**src/rtl/ps2_pkg.sv**
```systemverilog
// Shared definitions for the PS/2 keyboard receiver: FSM states, scan codes
// and the bit layout of the keyboard status word.
package ps2_pkg;

    typedef enum logic [1:0] {
        ST_IDLE,
        ST_DATA,
        ST_PARITY,
        ST_STOP
    } ps2_state_e;

    // Prefix bytes
    localparam logic [7:0] PFX_EXT = 8'hE0;
    localparam logic [7:0] PFX_BRK = 8'hF0;

    // Tracked scan codes (arrows are E0-extended, space is not)
    localparam logic [7:0] SC_UP    = 8'h75;
    localparam logic [7:0] SC_DOWN  = 8'h72;
    localparam logic [7:0] SC_LEFT  = 8'h6B;
    localparam logic [7:0] SC_RIGHT = 8'h74;
    localparam logic [7:0] SC_SPACE = 8'h29;

    // keyboard_data bit positions
    localparam int unsigned KB_EXT   = 8;
    localparam int unsigned KB_BRK   = 9;
    localparam int unsigned KB_FERR  = 10;
    localparam int unsigned KB_OVR   = 11;
    localparam int unsigned KB_UP    = 16;
    localparam int unsigned KB_DOWN  = 17;
    localparam int unsigned KB_LEFT  = 18;
    localparam int unsigned KB_RIGHT = 19;
    localparam int unsigned KB_SPACE = 20;
    localparam int unsigned KB_VALID = 31;

endpackage

```
**src/rtl/ps2_sync_edge.sv**
```systemverilog
// Two-flop synchronizers for ps2_clk/ps2_data plus a ps2_clk falling-edge
// detector. All flops reset to the idle-bus level so reset never fakes an edge.
module ps2_sync_edge (
    input  logic clk,
    input  logic reset,
    input  logic ps2_clk,
    input  logic ps2_data,
    output logic fall_edge,
    output logic data_sync
);

    logic [2:0] clk_sr_q, clk_sr_d;
    logic [1:0] dat_sr_q, dat_sr_d;

    // Next-state of the synchronizer shift chains
    always_comb begin
        clk_sr_d = {clk_sr_q[1:0], ps2_clk};
        dat_sr_d = {dat_sr_q[0], ps2_data};
    end

    // Synchronizer registers, idle-high on reset
    always_ff @(posedge clk) begin
        if (reset) begin
            clk_sr_q <= '1;
            dat_sr_q <= '1;
        end else begin
            clk_sr_q <= clk_sr_d;
            dat_sr_q <= dat_sr_d;
        end
    end

    // Edge when the delayed copy is high and the synchronized copy is low
    always_comb begin
        fall_edge = clk_sr_q[2] & ~clk_sr_q[1];
        data_sync = dat_sr_q[1];
    end

endmodule

```
**src/rtl/ps2_keyboard_receiver.sv**
```systemverilog
// PS/2 keyboard receiver: frames 11-bit PS/2 words, decodes E0/F0 prefixes and
// maintains a key status word with held-key bits and sticky error flags.
module ps2_keyboard_receiver
    import ps2_pkg::*;
#(
    parameter int bus            = 32,
    parameter int TIMEOUT_CYCLES = 100000
) (
    input  logic           clk,
    input  logic           reset,
    input  logic           ps2_clk,
    input  logic           ps2_data,
    input  logic           key_ack,
    output logic [bus-1:0] keyboard_data
);

    localparam int unsigned TMO_W = $clog2(TIMEOUT_CYCLES + 1);
    localparam logic [TMO_W-1:0] TMO_LAST = TMO_W'(TIMEOUT_CYCLES - 1);

    logic fall_edge;
    logic data_s;

    ps2_sync_edge u_sync (
        .clk      (clk),
        .reset    (reset),
        .ps2_clk  (ps2_clk),
        .ps2_data (ps2_data),
        .fall_edge(fall_edge),
        .data_sync(data_s)
    );

    ps2_state_e       state_q, state_d;
    logic [7:0]       shift_q, shift_d;
    logic [2:0]       cnt_q, cnt_d;
    logic             par_q, par_d;
    logic [TMO_W-1:0] tmo_q, tmo_d;
    logic             extp_q, extp_d;
    logic             brkp_q, brkp_d;
    logic [31:0]      word_q, word_d;
    logic             frame_done;
    logic             frame_good;

    // Frame FSM, timeout, prefix tracking and status-word update
    always_comb begin
        state_d    = state_q;
        shift_d    = shift_q;
        cnt_d      = cnt_q;
        par_d      = par_q;
        tmo_d      = tmo_q;
        extp_d     = extp_q;
        brkp_d     = brkp_q;
        word_d     = word_q;
        frame_done = 1'b0;
        frame_good = 1'b0;

        if (key_ack) begin
            word_d[KB_VALID] = 1'b0;
            word_d[KB_FERR]  = 1'b0;
            word_d[KB_OVR]   = 1'b0;
        end

        unique case (state_q)
            ST_IDLE: begin
                tmo_d = '0;
                if (fall_edge && !data_s) begin
                    state_d = ST_DATA;
                    cnt_d   = '0;
                end
            end
            ST_DATA: begin
                if (fall_edge) begin
                    shift_d = {data_s, shift_q[7:1]};
                    cnt_d   = cnt_q + 3'd1;
                    if (cnt_q == 3'd7) state_d = ST_PARITY;
                end
            end
            ST_PARITY: begin
                if (fall_edge) begin
                    par_d   = data_s;
                    state_d = ST_STOP;
                end
            end
            ST_STOP: begin
                if (fall_edge) begin
                    state_d    = ST_IDLE;
                    frame_done = 1'b1;
                    frame_good = (^{shift_q, par_q}) & data_s;
                end
            end
            default: state_d = ST_IDLE;
        endcase

        // Inter-edge watchdog; a stalled frame is silently dropped
        if (state_q != ST_IDLE) begin
            if (fall_edge) begin
                tmo_d = '0;
            end else if (tmo_q >= TMO_LAST) begin
                tmo_d   = '0;
                state_d = ST_IDLE;
            end else begin
                tmo_d = tmo_q + TMO_W'(1);
            end
        end

        if (frame_done) begin
            if (!frame_good) begin
                word_d[KB_FERR] = 1'b1;
                extp_d = 1'b0;
                brkp_d = 1'b0;
            end else if (shift_q == PFX_EXT) begin
                extp_d = 1'b1;
            end else if (shift_q == PFX_BRK) begin
                brkp_d = 1'b1;
            end else begin
                // Event wins over a coincident ack; overrun only if not acked
                word_d[7:0]     = shift_q;
                word_d[KB_EXT]  = extp_q;
                word_d[KB_BRK]  = brkp_q;
                if (word_q[KB_VALID] && !key_ack) word_d[KB_OVR] = 1'b1;
                word_d[KB_VALID] = 1'b1;
                if (extp_q) begin
                    if (shift_q == SC_UP)    word_d[KB_UP]    = ~brkp_q;
                    if (shift_q == SC_DOWN)  word_d[KB_DOWN]  = ~brkp_q;
                    if (shift_q == SC_LEFT)  word_d[KB_LEFT]  = ~brkp_q;
                    if (shift_q == SC_RIGHT) word_d[KB_RIGHT] = ~brkp_q;
                end else if (shift_q == SC_SPACE) begin
                    word_d[KB_SPACE] = ~brkp_q;
                end
                extp_d = 1'b0;
                brkp_d = 1'b0;
            end
        end
    end

    // All receiver state registers, reset has top priority
    always_ff @(posedge clk) begin
        if (reset) begin
            state_q <= ST_IDLE;
            shift_q <= '0;
            cnt_q   <= '0;
            par_q   <= 1'b0;
            tmo_q   <= '0;
            extp_q  <= 1'b0;
            brkp_q  <= 1'b0;
            word_q  <= '0;
        end else begin
            state_q <= state_d;
            shift_q <= shift_d;
            cnt_q   <= cnt_d;
            par_q   <= par_d;
            tmo_q   <= tmo_d;
            extp_q  <= extp_d;
            brkp_q  <= brkp_d;
            word_q  <= word_d;
        end
    end

    // Status word placed in the low 32 bits of the output bus
    always_comb begin
        keyboard_data       = '0;
        keyboard_data[31:0] = word_q;
    end

endmodule

```
**config.mk**
```make
export PLATFORM = sky130hd
export DESIGN_NAME = ps2_keyboard_receiver
export DESIGN_NICKNAME = d
export VERILOG_FILES = /design/src/rtl/ps2_pkg.sv /design/src/rtl/ps2_sync_edge.sv /design/src/rtl/ps2_keyboard_receiver.sv
export SDC_FILE = /design/constraint.sdc
export NUM_CORES = 1
export LEC_CHECK = 0
export BUFFER_PORTS_ARGS = -buffer_cell sky130_fd_sc_hd__buf_4
export CAP_MARGIN = 10
export CELL_PAD_IN_SITES_DETAIL_PLACEMENT = 1
export CELL_PAD_IN_SITES_GLOBAL_PLACEMENT = 1
export CORE_MARGIN = 2
export CORE_UTILIZATION = 39
export DETAILED_ROUTE_END_ITERATION = 8
export PLACE_DENSITY_LB_ADDON = 0.25
export SLEW_MARGIN = 20
export SYNTH_ARGS = -nofsm -noshare
export SYNTH_HDL_FRONTEND = slang
export SYNTH_SLANG_ARGS = --single-unit
export TNS_END_PERCENT = 50
```
**constraint.sdc**
```tcl
create_clock -name clk -period 1.7 [get_ports clk]
set_input_delay 0.34 -clock clk [delete_from_list [all_inputs] [get_ports clk]]
set_output_delay 0.34 -clock clk [all_outputs]
set_load 0.02 [all_outputs]
```
* Yosys cells after proc, flatten, opt, wreduce, memory -nomap -nowiden *
Index checks and enable logic that the tools add are counted.

operators by class
  $add $sub $neg = 2
  bitwise gates (word level) = 7
  mux-type cells = 41
  magnitude comparators = 1
  reductions and logical operators = 20
  equal/unequal tests = 15

operators with widths
  kind                                                             number
  17-bit two-way mux                                               4
  8-bit by 7-bit == test with 1-bit output, second input constant  4
  10-bit two-way mux                                               3
  6-bit AND reduction                                              5
  1-bit two-way mux                                                20
  2-bit two-way mux                                                9
  17-bit by 1-bit adder with 17-bit output, second input constant  1
  17-bit >= comparator, second input constant                      1
  8-bit == test, second input constant                             2
  12-bit two-way mux                                               1
  9-bit XOR reduction                                              1
  8-bit by 6-bit == test with 1-bit output, second input constant  1
  2-bit one-hot mux with 4 select lines                            1
  2-bit AND reduction                                              4
  3-bit two-way mux                                                2
  2-bit inequality test, second input constant                     3
  3-bit one-hot mux with 2 select lines                            1
  2-bit nonzero test                                               3
  1-bit inverter                                                   5
  2-bit == test, second input constant                             2
  4-bit AND reduction                                              1
  3-bit by 1-bit adder with 3-bit output, second input constant    1
  3-bit == test, second input constant                             1
  3-bit inequality test, second input constant                     1
  6 further kinds                                                  9

storage, ports and cells
  bits in registers = 56
  logic and storage cells = 102
  output and inout port bits = 32
  bits of input ports = 5

* Longest topological paths before layout *
Gate-level depths: netlist of run 1.

  depth in word-level cells = 8
  gate-level depth with buffers = 7
  gate-level depth less buffers = 5

* Hierarchy *
Synthesis of run 1 repeated with hierarchy kept, for this count alone.

unflattened totals
  cells, all modules = 297
  area, all modules = 2663.8 um^2

modules (own cells, without submodules)
  module                 cells each  sequential area each (um^2)  area an instance (um^2)  times used
  ps2_keyboard_receiver  286         1021.0                       2526.2                   1
  ps2_sync_edge          11          100.1                        137.6                    1

* Worst setup path after synthesis of run 1 *
Ideal clock, no wire load.

  path kind = register to register
  start point = register shift_q[5]
  end point = register word_q[5] (netlist: keyboard_data[5])
  data required time = 1.597 ns
  arrival = 1.751 ns
  cell stages (with the launch flop) = 5
  clock period less this slack = 1.855 ns
  setup time = 0.103 ns
  buffers on the path = 0
  slack = -0.155 ns
  cells stage by stage = dfxtp_1 > xor3_2 > a2111oi_2 > mux2i_1 > a2111oi_2

between the ends
  word-level cells in the longest chain between the ends = 5
  elaborated cells on any way between the ends = 9
  classes of those cells = 2 x eq/ne; 2 x mux; 3 x bitwise; 2 x reduce/logical

ends and longest elaborated chain
  element                               line                          text
  start: declaration                    ps2_keyboard_receiver.sv:33   logic [7:0] shift_q, shift_d;
  start signal: assignment              ps2_keyboard_receiver.sv:148  shift_q <= shift_d;
  9-bit XOR reduction                   ps2_keyboard_receiver.sv:87   frame_good = (^{shift_q, par_q}) & data_s;
  1-bit AND                             ps2_keyboard_receiver.sv:87
  1-bit two-way mux                     ps2_keyboard_receiver.sv:84   if (fall_edge) begin
  1-bit two-way mux                     ps2_keyboard_receiver.sv:62   unique case (state_q)
  4-bit AND reduction (no source line)  n/a
  end signal: assignment                ps2_keyboard_receiver.sv:154  word_q <= word_d;
  end: declaration                      ps2_keyboard_receiver.sv:39   logic [31:0] word_q, word_d;

Parallel ways exist; a longest one is shown, timed or not.
A chain may end at the register's enable or synchronous reset.

* Worst setup path in the final report of run 1 *
  start point = register shift_q[3]
  end point = register word_q[1] (netlist: keyboard_data[1])

between the ends
  word-level cells in the longest chain between the ends = 5
  elaborated cells on any way between the ends = 9
  classes of those cells = 2 x eq/ne; 2 x mux; 3 x bitwise; 2 x reduce/logical

ends and longest elaborated chain
  element                                   line
  9-bit XOR reduction                       ps2_keyboard_receiver.sv:87
  1-bit AND                                 ps2_keyboard_receiver.sv:87
  1-bit two-way mux                         ps2_keyboard_receiver.sv:84
  1-bit two-way mux                         ps2_keyboard_receiver.sv:62
  4-bit AND reduction (no source line) (*)  n/a

Mark *: on every way between the ends. The rest lies on a longest branch, timed or not.

==> results of run 1 <==
power breakdown:
| part | total (mW) | switching (mW) | internal (mW) |
|---|---|---|---|
| Sequential | 1.32 | 0.00305 | 1.31 |
| Clock | 0.710 | 0.429 | 0.282 |
| Combinational | 0.0893 | 0.0651 | 0.0242 |
metrics by stage:
stage | setup WS, ps | cell area, um2 | std cells | TNS [ps]
finish | -142 | 3340 | 441 | -1680
global route | -228 | 3340 | 441 | -2510
CTS | -148 | 3320 | 439 | -1710
detailed placement | -180 | 3130 | 427 | -2220
global placement | -121 | 3130 | 427 | -1410
floorplan | -78.4 | 2760 | 317 | -784
registers in the layout, indices dropped and copies added (netlist names):
| register | count |
|---|---|
| keyboard_data | 18 |
| tmo_q | 17 |
| shift_q | 8 |
| cnt_q | 3 |
| u_sync.clk_sr_q | 3 |
| state_q | 2 |
| u_sync.dat_sr_q | 2 |
| brkp_q | 1 |
| extp_q | 1 |
| par_q | 1 |
final cells by class:
cell class	count	area, um2
multi-input combinational	226	1490
tap	80	100
timing repair buffer	67	523
clock buffer	6	72.6
clock inverter	1	5.00
sequential	56	1130
fill	813	3370
inverter	5	18.8
routing by layer:
layer / vias to the layer above / track usage [%] / wire [um]
met3: 11 / 3.89 / 205
met5: - / 0 / 0
met2: 41 / 33.7 / 3510
met1: 1115 / 23.4 / 2980
li1: 1135 / - / -
met4: 0 / 6.82 / 113
worst max-delay path: cells and delay by family, from the launching register on:
family                 cells  cell delay [ps]
AND/OR/NAND/NOR            1              510
multiplexers               2              460
flip-flops                 1              350
AO/OA/AOI/OAI              1              290
buffers and inverters      1              120
logic make-up after synthesis:
| kind of cell | share of synthesized area, % |
|---|---|
| adders and majority gates | 1.40 |
| and+or+nand+nor | 26.4 |
| other | 0.140 |
| muxes | 6.90 |
| xor gates and xnor gates | 6.67 |
| AOI/OAI and AO/OA | 8.77 |
| buffers and inverters | 7.88 |
| DFF | 41.8 |
worst paths after layout:
path                           start            endpoint  slack, ps  cells past startpoint
hold / removal               ps2_clk  u_sync.clk_sr_q[0]        210                      2
hold reg to reg   u_sync.dat_sr_q[0]  u_sync.dat_sr_q[1]        430                      1
setup reg to reg          shift_q[3]    keyboard_data[1]       -140                      5
setup / recovery          shift_q[3]    keyboard_data[1]       -140                      5
cells in the mapped netlist (all sizes together) (3+ instances only):
master / instances / share of area [%]
ha: 3 / 1.4
nand2b: 6 / 1.4
inv: 4 / 0.56
clkbuf: 8 / 1.1
buf: 23 / 6.1
or2: 7 / 1.6
dfxtp: 56 / 42
nand3: 6 / 1.1
o211ai: 3 / 0.84
xor2: 9 / 2.9
and3: 6 / 1.4
nand4: 8 / 1.9
nand2: 51 / 7.1
a21oi: 14 / 2.6
nor2: 24 / 3.4
o21ai: 5 / 0.93
and4: 4 / 1.3
mux2i: 17 / 6.3
xnor2: 6 / 2.0
nor3: 5 / 0.93
nor4: 4 / 0.93
repair_timing:
action	CTS	global route
setup endpoints to repair	18	29
gates resized for setup	19	4
gates cloned	1	0
setup buffers	4	2
pin swaps	7	4
==> impl_metrics.toml, run 1 <==
[sta]
fmax_mhz = 543
setup_viol = 16
slew_viol_final = 0
fin_ws_ps = -142
rsz0062_at_grt = "true"
finalHoldViolCount = 0
finClkSkew_ps = 12.0
post-route-min-period_ps = 1840
fin_crit_sh_pct = 108
hold_ws_ps = 209

[critical_path]
crit_type = "flip-flop to flip-flop"
endpoint_kind = "flip-flop"
crit_path_cell_trace = "buf_6, or4b_1, o2111a_2, mux2_4, mux2i_1"
start_kind = "flip-flop"
slowest_delay_ps = 510
worst-endpoint-required_ps = 1920
crit_fanout = 5
slowest_stage = "or4b_1"
crit_arrival_ps = 2060

[cts]
clk_latency_ps = 320
hold_buffers = 0
cts-root-buf = "clkbuf_8"
cts_buffers = 5
cts_tree = "done"
cts_sinks = 56
cts_buffer_depth = 2
cts-htree-levels = 2
path_clk_slew_ps = 100

[logic_synthesis]
avgSynthCellArea_um2 = 8.82
synth_top_flop_cell = "dfxtp_1"
yosysUniqueCellTypes = 50
synth-async-reset-ratio_pct = 0
synth_edf_count = 0
synth-seq-cells = 56
syn-instance-count = 304
synth_warnings = 0
syn_area_mm2 = 0.00268
ys_seq_area_share_pct = 41.8

[route]
postRouteAntennaNets = 0
post_drt_via_cell_ratio = 5.22
totalWireLength_mm = 6.81
vias = 2302
drc_errors = 0
drtIter0Drc = 66
routedWlPerCell_um = 15.5
first_pass_iters = 4

[placed_design]
io_buffers = 22
gp_congestion = 0.834
hpwl_mm = 4.83

[die]
placementRows = 30
die_width_um = 86.9
core-area_mm2 = 0.00672
start_util_pct = 39.9
boundaryPins = 37
dieHeight_um = 86.9
dieArea_mm2 = 0.00756

[global_routing]
grt_max_degree = 18
grt-ovfl-total = 0
grt_use_total_pct = 19.3
grt_pass1_wl_mm = 11.4
grt_pass1_vias = 2355
antenna_found_initial = 0

[min_path]
hp-class = "primary input to flip-flop"

[pwr]
totalPowerFinal_mw = 2.12
power_density_mw_per_mm2 = 633
leakagePower_nw = 1.29
max-vdd-ir-drop_mv = 0.312

[cells_and_area]
final_util_pct = 49.8
nNetsFinal = 369
drive_above_1_share_pct = 29.1
area_growth_pct = 24.7
layout_commonest_cell = "buf_4"
final_cell_mix = "64 x buf_4, 50 x nand2_1, 49 x dfxtp_1, 24 x nor2_1, 17 x mux2i_1"
antenna_cells = 0

[status]
failed_checks = "negative setup slack"
status = "finished, violations left"

[run]
maxCapViolations = 0
No activity file was read; power rests on OpenSTA's default activity.
==> run 2: changes to the inputs <==
--- a/config.mk
+++ b/config.mk
@@ -9,6 +9,7 @@
 export CAP_MARGIN = 10
 export CELL_PAD_IN_SITES_DETAIL_PLACEMENT = 1
 export CELL_PAD_IN_SITES_GLOBAL_PLACEMENT = 1
+export CORE_ASPECT_RATIO = 0.9
 export CORE_MARGIN = 2
 export CORE_UTILIZATION = 39
 export DETAILED_ROUTE_END_ITERATION = 8
==> impl_metrics.toml, run 2 (same netlist as run 1, synthesis figures left out) <==
[status]
status = "finished, violations left"
failed_checks = "negative setup slack"

[cells_and_area]
area_growth_pct = 29.4
layout_commonest_cell = "buf_4"
final_util_pct = 52.4
antenna_cells = 0
layoutNonFillerInstCount = 450
final_cell_mix = "58 x buf_4, 51 x nand2_1, 47 x dfxtp_1, 19 x nor2_1, 16 x mux2i_1"
largest_reg_flops = 18
drive_above_1_share_pct = 35.0
nNetsFinal = 369

[cts]
cts_buffers = 5
clk_latency_ps = 300
cts-root-buf = "clkbuf_8"
path_clk_slew_ps = 100
cts_buffer_depth = 2
cts_sinks = 56
cts_tree = "done"
cts-htree-levels = 2

[pwr]
pwr-share-seq_pct = 59.0
switchingPower_mw = 0.470
switching_share_pct = 21.1
power_density_mw_per_mm2 = 641
max-vdd-ir-drop_mv = 0.341
intPower_mw = 1.76
comb_power_share_pct = 3.8
leakagePower_nw = 1.33
power_frac_clock_pct = 37.1

[placed_design]
hpwl_mm = 4.87
gp_congestion = 0.825
dp_cells = 432
io_buffers = 22

[sta]
finClkSkew_ps = 8.79
rsz0062_at_grt = "true"
hold_ws_ps = 226
slew_viol_final = 0
post-route-min-period_ps = 1760
setup_viol = 14
fin_ws_ps = -57.9
fin_crit_sh_pct = 103
finalHoldViolCount = 0
fmax_mhz = 569

[critical_path]
endpoint_kind = "flip-flop"
slowest_stage = "or4b_4"
crit_type = "flip-flop to flip-flop"
slowest_delay_ps = 510
start_kind = "flip-flop"
crit_fanout = 5
r2r_cells = 4
crit_family = "simple AND/OR/NAND/NOR gates"
crit_path_cell_trace = "or4b_4, o2111a_2, mux2_4, mux2i_1"
cp_num_buf_inv = 0
cp.depth = 4
crit_arrival_ps = 1950
worst-endpoint-required_ps = 1900

[die]
die_width_um = 91.4
core-area_mm2 = 0.00662
dieHeight_um = 82.7
start_util_pct = 40.5
placementRows = 28
boundaryPins = 37
dieArea_mm2 = 0.00756

[global_routing]
antenna_found_initial = 0
grt-ovfl-total = 0
grt_pass1_wl_mm = 11.5
grt_max_degree = 24
grt_pass1_vias = 2323
grt_use_total_pct = 19.2

[run]
maxCapViolations = 0

[min_path]
hp-class = "primary input to flip-flop"
whs_path_depth = 2

[route]
post_drt_via_cell_ratio = 5.02
drtIter0Drc = 61
routedWlPerCell_um = 15.2
vias = 2260
postRouteAntennaNets = 0
first_pass_iters = 4
drc_errors = 0
totalWireLength_mm = 6.83
[run 2: cell count changes in the layout (fill, tap and decap cells not counted), sizes merged]
cell	delta
bufinv	+1
clkbuf	-1
clkinv	-1
[run 2: power by group through the flow]
stage / Combinational [mW] / Sequential [mW] / Clock (mW)
3_5_place_dp: 0.0838 / 1.35 / 0
5_1_grt: 0.0943 / 1.32 / 0.907
3_3_place_gp: 0.0833 / 1.35 / 0
2_1_floorplan: 0.0829 / 1.35 / 0
6_report: 0.0855 / 1.31 / 0.827
4_1_cts: 0.0843 / 1.32 / 0.870
[run 2: final cells by class]
class,instances,area (um2)
flip-flops and latches,56,1140
inverters,5,18.8
multi-input cells,226,1570
clock inverters,1,30.0
fillers,746,3150
clock buffers,5,68.8
repair buffers,67,531
well taps,90,113
[run 2: final timing paths]
kind	start	to	slack (ps)
setup / recovery	shift_q[2]	keyboard_data[6]	-60
hold / removal	ps2_clk	u_sync.clk_sr_q[0]	230
setup reg to reg	shift_q[2]	keyboard_data[6]	-60
hold reg to reg	u_sync.clk_sr_q[0]	u_sync.clk_sr_q[1]	420
[run 2: worst register-to-register path: cells and delay by family (launching register included)]
family	cells	cell delay (ps)
flip-flops	1	370
AND/OR/NAND/NOR	1	510
multiplexers	2	460
AO/OA/AOI/OAI	1	310
[run 2: routing by layer]
| layer | wire [um] | vias to the layer above | GRT usage (%) |
|---|---|---|---|
| li1 | - | 1136 | - |
| met1 | 3040 | 1087 | 23.6 |
| met2 | 3560 | 33 | 35.1 |
| met3 | 177 | 4 | 3.27 |
| met4 | 54 | 0 | 5.45 |
| met5 | 0 | - | 0 |
[run 2: stage by stage]
| stage | setup TNS [ps] | instance area, um2 | worst slack, ps | power [mW] |
|---|---|---|---|---|
| global placement | -1110 | 3090 | -103 | 1.43 |
| detailed placement | -1690 | 3090 | -151 | 1.43 |
| finish | -421 | 3470 | -57.9 | 2.23 |
| global route | -2190 | 3470 | -155 | 2.32 |
| floorplan | -784 | 2760 | -78.4 | 1.43 |
| CTS | -372 | 3340 | -56.4 | 2.27 |
[run 2: repair_timing]
item / in CTS / in global routing
gates cloned: 1 / 1
gates resized for setup: 25 / 32
setup endpoints to repair: 17 / 37
hold endpoints to repair: 0 / 0
pin swaps: 5 / 14
hold buffers: 0 / 0
buffers inserted: 7 / 4
==> run 3: changes to the inputs <==
--- a/config.mk
+++ b/config.mk
@@ -14,6 +14,7 @@
 export CORE_UTILIZATION = 39
 export DETAILED_ROUTE_END_ITERATION = 8
 export PLACE_DENSITY_LB_ADDON = 0.25
+export SETUP_SLACK_MARGIN = 0.1
 export SLEW_MARGIN = 20
 export SYNTH_ARGS = -nofsm -noshare
 export SYNTH_HDL_FRONTEND = slang
==> impl_metrics.toml, run 3 (same netlist as run 1, synthesis figures left out) <==
[cells_and_area]
final_area_mm2 = 0.00339
antenna_cells = 0
nNetsFinal = 365
fillers = 777
final_cell_mix = "59 x buf_4, 51 x nand2_1, 45 x dfxtp_1, 24 x nor2_1, 16 x mux2i_1"
largest_reg_flops = 18
layoutNonFillerInstCount = 448
layout_commonest_cell = "buf_4"
final_util_pct = 51.2
area_growth_pct = 26.4
drive_above_1_share_pct = 31.6

[placed_design]
gp_congestion = 0.777
hpwl_mm = 4.63
io_buffers = 22
dp_cells = 432
placement.cell_area_mm2 = 0.00311
dp_slack_ps = -194

[min_path]
hp-class = "primary input to flip-flop"
whs_path_depth = 2

[cts]
cts_sinks = 56
cts_buffers = 5
cts-root-buf = "clkbuf_8"
cts_tree = "done"
cts-htree-levels = 2
hold_buffers = 0
cts_buffer_depth = 2
clk_latency_ps = 310
path_clk_slew_ps = 100

[critical_path]
worst-endpoint-required_ps = 1940
start_kind = "flip-flop"
slowest_stage = "xnor3_2"
endpoint_kind = "flip-flop"
crit_family = "XOR/XNOR gates"
crit_type = "flip-flop to flip-flop"
crit_path_cell_trace = "xor2_2, xnor3_2, mux2_4, mux2i_1"
r2r_cells = 4
crit_fanout = 6
cp_num_buf_inv = 0
crit_arrival_ps = 2030
slowest_delay_ps = 570
cp.depth = 4

[status]
failed_checks = "negative setup slack"
status = "finished, violations left"

[die]
core-area_mm2 = 0.00662
start_util_pct = 40.5
dieArea_mm2 = 0.00756
placementRows = 28
dieHeight_um = 82.7
boundaryPins = 37
die_width_um = 91.4

[sta]
rsz0062_at_grt = "true"
setup_viol = 10
slew_viol_final = 0
fin_crit_sh_pct = 106
finalHoldViolCount = 0
hold_ws_ps = 205
finClkSkew_ps = 10.5
fin_ws_ps = -94.3
tns_ps = -453
fmax_mhz = 557
post-route-min-period_ps = 1790

[route]
drc_errors = 0
routedWlPerCell_um = 15.4
highest_layer = "met4"
totalWireLength_mm = 6.91
route.met3.wl_um = 200
post_drt_via_cell_ratio = 5.13
wl_met2_mm = 3.65
drtIter0Drc = 62
vias = 2300
postRouteAntennaNets = 0
first_pass_iters = 4
wl_met1_mm = 3.02

[pwr]
leakagePower_nw = 1.28
power_density_mw_per_mm2 = 641
totalPowerFinal_mw = 2.17
switchingPower_mw = 0.503
comb_power_share_pct = 4.0
switching_share_pct = 23.1
power_frac_clock_pct = 35.5
pwr-share-seq_pct = 60.6
max-vdd-ir-drop_mv = 0.344
intPower_mw = 1.67

[global_routing]
grt_use_total_pct = 19.0
grt_pass1_vias = 2352
antenna_found_initial = 0
grt-ovfl-total = 0
grt_pass1_wl_mm = 11.3
grt_max_degree = 25

[run]
maxCapViolations = 0
-- run 3: cell count changes in the layout (fill, tap and decap cells not counted), sizes merged --
cell	delta
buf	-5
bufinv	-1
clkbuf	+3
xnor3	+1
-- run 3: path summary, 6_finish.rpt --
check	startpoint	end	slack (ps)
worst max register to register	par_q	keyboard_data[9]	-90
worst max-delay path	par_q	keyboard_data[9]	-90
worst min-delay path	ps2_clk	u_sync.clk_sr_q[0]	210
worst min register to register	u_sync.clk_sr_q[0]	u_sync.clk_sr_q[1]	420
-- run 3: what timing repair did --
action / in CTS / in global routing
cloned: 2 / 0
endpoints found under the setup margin: 25 / 41
endpoints found under the hold margin: 0 / 0
gates resized for setup: 20 / 13
pin swaps: 7 / 4
buffers inserted: 3 / 3
-- run 3: layout make-up --
cell class | count | area [um2] | area share (%)
Clock buffer | 8 | 90.1 | 2.66
Inverter | 5 | 18.8 | 0.553
Multi-Input combinational cell | 227 | 1560 | 45.9
Sequential cell | 56 | 1140 | 33.5
Tap cell | 90 | 113 | 3.32
Timing Repair Buffer | 62 | 477 | 14.1
-- run 3: routing by layer --
metal	vias up	track usage, %
li1	1126	-
met2	32	35.2
met5	-	0
met3	2	4.08
met4	0	5.00
met1	1140	22.4
-- run 3: power groups by stage --
stage	registers, mW	clock network, mW	logic [mW]
CTS	1.32	0.791	0.0850
finish	1.32	0.771	0.0860
floorplan	1.35	0	0.0829
global route	1.32	0.841	0.0938
global placement	1.35	0	0.0829
detailed placement	1.35	0	0.0839
